<file path="src/rtl/prd_pkg.sv">
// rtl/prd_pkg.sv - shared defaults for the PRD/PRM command input stages
package prd_pkg;

  localparam int PRD_CLOCK_IN  = 2_000_000;
  localparam int PRD_CH        = 16;
  localparam int PRD_TICK_FREQ = 10_000;
  localparam int PRD_CNT_MAX   = 15;
  localparam int PRD_ON_TH     = 10;
  localparam int PRD_OFF_TH    = 5;

  function automatic bit prd_th_ok(input int cnt_max, input int on_th, input int off_th);
    return (off_th >= 0) && (off_th < on_th) && (on_th <= cnt_max);
  endfunction

endpackage

</file>
<file path="src/rtl/prd_debounce_ch.sv">
// rtl/prd_debounce_ch.sv - one command channel: 2-FF sync, saturating integrator, hysteresis
module prd_debounce_ch
  import prd_pkg::*;
#(
  parameter int CNT_MAX = PRD_CNT_MAX,
  parameter int ON_TH   = PRD_ON_TH,
  parameter int OFF_TH  = PRD_OFF_TH
) (
  input  logic clk,
  input  logic aclr,
  input  logic tick,
  input  logic blk,
  input  logic raw,
  output logic com
);

  localparam int CW = $clog2(CNT_MAX + 1);
  localparam logic [CW-1:0] CNT_TOP = CW'(CNT_MAX);
  localparam logic [CW-1:0] ON_LVL  = CW'(ON_TH);
  localparam logic [CW-1:0] OFF_LVL = CW'(OFF_TH);

  logic          raw_s1;
  logic          raw_s2;
  logic          act;
  logic [CW-1:0] cnt;
  logic [CW-1:0] cnt_next;
  logic          com_next;

  // Idle level of the opto lines is high, so the synchroniser resets to inactive.
  always_ff @(posedge clk or posedge aclr) begin
    if (aclr) begin
      raw_s1 <= 1'b1;
      raw_s2 <= 1'b1;
    end else begin
      raw_s1 <= raw;
      raw_s2 <= raw_s1;
    end
  end

  assign act = ~raw_s2;

  // Blocking wins over the tick so the channel is held cleared on every clock.
  always_comb begin
    cnt_next = cnt;
    com_next = com;
    if (blk) begin
      cnt_next = '0;
      com_next = 1'b0;
    end else if (tick) begin
      if (act && (cnt < CNT_TOP)) begin
        cnt_next = cnt + 1'b1;
      end else if (!act && (cnt != '0)) begin
        cnt_next = cnt - 1'b1;
      end
      if (cnt_next >= ON_LVL) begin
        com_next = 1'b1;
      end else if (cnt_next <= OFF_LVL) begin
        com_next = 1'b0;
      end
    end
  end

  always_ff @(posedge clk or posedge aclr) begin
    if (aclr) begin
      cnt <= '0;
      com <= 1'b0;
    end else begin
      cnt <= cnt_next;
      com <= com_next;
    end
  end

endmodule

</file>
<file path="src/rtl/prd_com_filter.sv">
// rtl/prd_com_filter.sv - PRD command input stage: debounced, blockable commands with change report
module prd_com_filter
  import prd_pkg::*;
#(
  parameter int CLOCK_IN  = PRD_CLOCK_IN,
  parameter int TICK_FREQ = PRD_TICK_FREQ,
  parameter int CNT_MAX   = PRD_CNT_MAX,
  parameter int ON_TH     = PRD_ON_TH,
  parameter int OFF_TH    = PRD_OFF_TH,
  parameter int CH        = PRD_CH
) (
  input  logic          clk,
  input  logic          aclr,
  input  logic [CH-1:0] iRaw,
  input  logic          iBl,
  output logic [CH-1:0] oCom,
  output logic          oChange,
  output logic [CH-1:0] oChangeMask
);

  localparam int DIV = CLOCK_IN / TICK_FREQ;
  localparam int PW  = (DIV > 1) ? $clog2(DIV) : 1;
  localparam logic [PW-1:0] PRE_LAST = PW'(DIV - 1);

  if (!prd_th_ok(CNT_MAX, ON_TH, OFF_TH)) begin : g_bad_threshold
    $error("prd_com_filter: thresholds must satisfy 0 <= OFF_TH < ON_TH <= CNT_MAX");
  end

  if ((CLOCK_IN % TICK_FREQ) != 0) begin : g_bad_divider
    $error("prd_com_filter: CLOCK_IN must be a multiple of TICK_FREQ");
  end

  logic [PW-1:0] pre;
  logic          tick;
  logic          bl_s1;
  logic          bl_s2;
  logic          blk;
  logic [CH-1:0] com_d;

  assign tick = (pre == PRE_LAST);

  // The prescaler is never blocked, keeping the tick grid steady across iBl.
  always_ff @(posedge clk or posedge aclr) begin
    if (aclr) begin
      pre <= '0;
    end else if (tick) begin
      pre <= '0;
    end else begin
      pre <= pre + 1'b1;
    end
  end

  always_ff @(posedge clk or posedge aclr) begin
    if (aclr) begin
      bl_s1 <= 1'b1;
      bl_s2 <= 1'b1;
    end else begin
      bl_s1 <= iBl;
      bl_s2 <= bl_s1;
    end
  end

  assign blk = ~bl_s2;

  for (genvar i = 0; i < CH; i++) begin : g_ch
    prd_debounce_ch #(
      .CNT_MAX(CNT_MAX),
      .ON_TH  (ON_TH),
      .OFF_TH (OFF_TH)
    ) u_ch (
      .clk (clk),
      .aclr(aclr),
      .tick(tick),
      .blk (blk),
      .raw (iRaw[i]),
      .com (oCom[i])
    );
  end

  // com_d lags oCom by one clock; both clear together on aclr, so reset never strobes.
  always_ff @(posedge clk or posedge aclr) begin
    if (aclr) begin
      com_d       <= '0;
      oChange     <= 1'b0;
      oChangeMask <= '0;
    end else begin
      com_d       <= oCom;
      oChange     <= (oCom != com_d);
      oChangeMask <= oCom ^ com_d;
    end
  end

endmodule

</file>
<file path="config.mk">
export PLATFORM = sky130hd
export DESIGN_NAME = prd_com_filter
export DESIGN_NICKNAME = d
export VERILOG_FILES = /design/src/rtl/prd_pkg.sv /design/src/rtl/prd_debounce_ch.sv /design/src/rtl/prd_com_filter.sv
export SDC_FILE = /design/constraint.sdc
export NUM_CORES = 1
export LEC_CHECK = 0
export ABC_AREA = 1
export CAP_MARGIN = 20
export CORE_MARGIN = 1
export CORE_UTILIZATION = 38
export DETAILED_ROUTE_END_ITERATION = 16
export DONT_BUFFER_PORTS = 1
export HOLD_SLACK_MARGIN = 0.02
export SYNTH_ARGS = -nofsm -noshare
export SYNTH_HDL_FRONTEND = slang
export SYNTH_HIERARCHICAL = 1
export SYNTH_SLANG_ARGS = --single-unit
</file>
<file path="constraint.sdc">
create_clock -name clk -period 2.8 [get_ports clk]
set_clock_uncertainty 0.1 [all_clocks]
set_input_delay 0.28 -clock clk [delete_from_list [all_inputs] [get_ports clk]]
set_output_delay 0.28 -clock clk [all_outputs]
set_load 0.1 [all_outputs]
</file>
==> metrics.txt <==
Die X=approximately 160 microns; Avg Inst Size Synth=7.31 sq um; GPL Wtd Cong=between 0.8 and 0.9; Synth Area in XOR/XNOR=less than 1%; IO Count=52; DRC errors left=0; total congestion overflow=0; endpoints failing hold=0; flops & latches, synth=155; Slew Viols, Final=0; worst endpoint required time=about 3.1 ns; global-route wire length before repair=between 30 and 40 mm; type of origin of the critical path=flip-flop; Setup CP Type=flip-flop to flip-flop; synth-to-layout area growth=15.1%; Total Wirelength=slightly above 20 mm; core area=0.0234 sq mm; post-synthesis adder-cell area fraction=approximately 4.6%; synth top area cells=dfrtp_1 (33%), nand2_1 (13%), dfstp_2 (9.9%); crit share post-route=between 70% and 80%; Met2 Wirelength=approximately 9.5 mm; Least-Margin Pin Slew=~1.1 ns; Routed met1 length=approximately 9.7 mm; hold path depth=0; pin count of the biggest net entering global routing=39; Num CTS Buffers=17; CTS sink count=approximately 160; Max Used Layer=met4; nets@finish=1351; crit path DAT=2.39 ns; share of cells above drive strength 1=11.9%; Compound-Gate Fraction of Synth Area=about 4.7%; wire length per cell=around 12 microns; initial drt markers=approximately 400; most frequent cells in the layout=nand2_1 (312), inv_1 (189), nand3_1 (177), nor2_1 (134), dfrtp_1 (121); Syn. warnings=6; Netlist cell types=19; Max Cap Viol=0; register area share after synthesis=between 40% and 50%; vias in the first global route=~7500; critical path fanouts, max=23; Post-Synth Simple-Gate Area=about two fifths; Cell Area, Synth=roughly 0.009 sq mm; Layout fillers=roughly 2400; R2R depth=12; Via-to-Cell Ratio=between 4 and 5; buffer depth of the longest clock path=2; Die Span Y=between 150 and 200 microns; Fmax=approximately 0.47 GHz; Clk Tree Root Cell=clkbuf_16; reg2reg start=pre[0]$_DFF_PP0_; RR Endpoint=g_ch[0].u_ch/com$_DFFE_PP0P_; port bufs=0; Die ar.=0.0245 sq mm; Initial Util=approximately two fifths; pwr dens=between 400 and 500 mW/mm^2; overall routing resource usage=about 18%; status=finished, final reports clean; num rows=56; htree depth=4; CTS tree=built; launch point of the worst hold path=g_ch[3].u_ch/raw_s1$_DFF_PP1_; syn nets=1292; cell area after layout=~0.010 sq mm; Relative slew margins=29.3%; met3 WL=approximately 540 microns; Max VDD drop=about 0.35 mV; clk_lat worst skew=about 0.42 ns; Leakage=about 5.5 nW; Clock Pin Slew Worst Setup and Hold Paths=0.07 ns; total number of vias=~8000; Final Critical Period=2.12 ns; unrepaired setup endpoints after global routing=false; cells after synthesis=between 1000 and 1500; initial antenna violation count=1; Placed Area=around 0.0096 sq mm; main combinational cell family by area after synthesis=simple AND/OR/NAND/NOR gates; DRT antenna net count=0; register-to-register setup slack=~0.68 ns; post-synth top area share=roughly 33%; area leader, netlist=dfrtp_1; Final setup viols=0; Hold/Removal Path Class=flip-flop to flip-flop; Worst setup EP type=flip-flop; WHS Endpoint=g_ch[3].u_ch/raw_s2$_DFF_PP1_; setup TNS=0 ns; Worst Hold Margin=approximately 0.25 ns; Post-DP HPWL=between 10 and 15 mm; most common cell after layout, fill and taps aside=nand2_1; iteration count of the initial detailed-routing pass=5; mux contribution to synthesized area=0%
==> through the flow <==
stage | utilization [%] | instances | worst slack, ns | power [W]
after floorplan | - | 1240 | 0.348 | 0.00252
after global placement | 41.2 | 1581 | 0.754 | 0.00258
after detailed placement | 41.2 | 1581 | 0.664 | 0.00258
after CTS | 44.6 | 1631 | 0.645 | 0.00509
after global routing | 44.6 | 1632 | 0.337 | 0.00522
final | 44.6 | 1632 | 0.675 | 0.00501
==> sequential cells by signal, indices dropped and copies added (netlist names), 8 cells and up <==
name              cells
oChangeMask          16
com_d                16
pre                   8
g_ch.u_ch/com        16
g_ch.u_ch/raw_s2     16
g_ch.u_ch/cnt        64
g_ch.u_ch/raw_s1     16
==> power by group <==
group | leakage, nW | switching (W) | total, W | internal [W]
registers | 2.03 | 0.0000170 | 0.00230 | 0.00228
logic | 3.18 | 0.000187 | 0.000266 | 0.0000790
clock network | 0.283 | 0.000945 | 0.00244 | 0.00149
==> kinds of logic after synthesis <==
logic type / count (synthesis)
simple gates: 773
compound gates: 85
xor+xnor: 1
flops: 155
fa+ha+maj: 33
buf+inv: 193
==> synth_stat cells, drive strengths merged <==
cell type and number:
a21oi 32, a31oi 2, dfrtp 121, dfstp 34
ha 33, inv 193, nand2 362, nand3 193
nand3b 17, nand4 49, nor2 136, nor3 16
o21ai 51, xor2 1
==> how the worst max path moves through the flow <==
stage | slack, ns | end | start
6_report | 0.68 | g_ch[0].u_ch/com$_DFFE_PP0P_ | pre[0]$_DFF_PP0_
5_1_grt | 0.34 | g_ch[0].u_ch/com$_DFFE_PP0P_ | pre[0]$_DFF_PP0_
4_1_cts | 0.65 | g_ch[0].u_ch/com$_DFFE_PP0P_ | pre[0]$_DFF_PP0_
3_5_place_dp | 0.66 | g_ch[0].u_ch/com$_DFFE_PP0P_ | pre[0]$_DFF_PP0_
3_3_place_gp | 0.75 | g_ch[12].u_ch/com$_DFFE_PP0P_ | pre[0]$_DFF_PP0_
2_1_floorplan | 0.35 | g_ch[0].u_ch/com$_DFFE_PP0P_ | pre[0]$_DFF_PP0_
==> critical path, cell delays in order (launching register included) <==
cell and delay [ns]:
dfrtp_1 0.38, ha_1 0.18, nand2_1 0.06, inv_1 0.11, nand3b_1 0.14, inv_2 0.23, buf_4 0.32, inv_1 0.07
nor2_1 0.16, nand3_1 0.12, nand2_1 0.08, a21oi_1 0.06, nand2_1 0.05
==> routing by layer <==
metal  vias to the layer above  track usage [%]
li1                       4129                -
met1                      3719             22.4
met2                       112             29.7
met3                        22             2.99
met4                         0             6.44
met5                         -                0
==> area by class of cell <==
class,instances,area (sq um),area share [%]
sequential,155,3920,37.6
clock buffer,21,440,4.22
inverter,193,724,6.94
tap,319,399,3.83
antenna,1,2.50,0.0240
multi-input combinational,892,4410,42.3
timing repair buffer,40,358,3.43
clock inverter,11,173,1.66
==> repair_timing <==
action	CTS	global route
buffers inserted	0	0
hold buffers	18	0
resized for setup	0	0
hold endpoints to repair	152	0
Power figures use the tool's default switching activity.
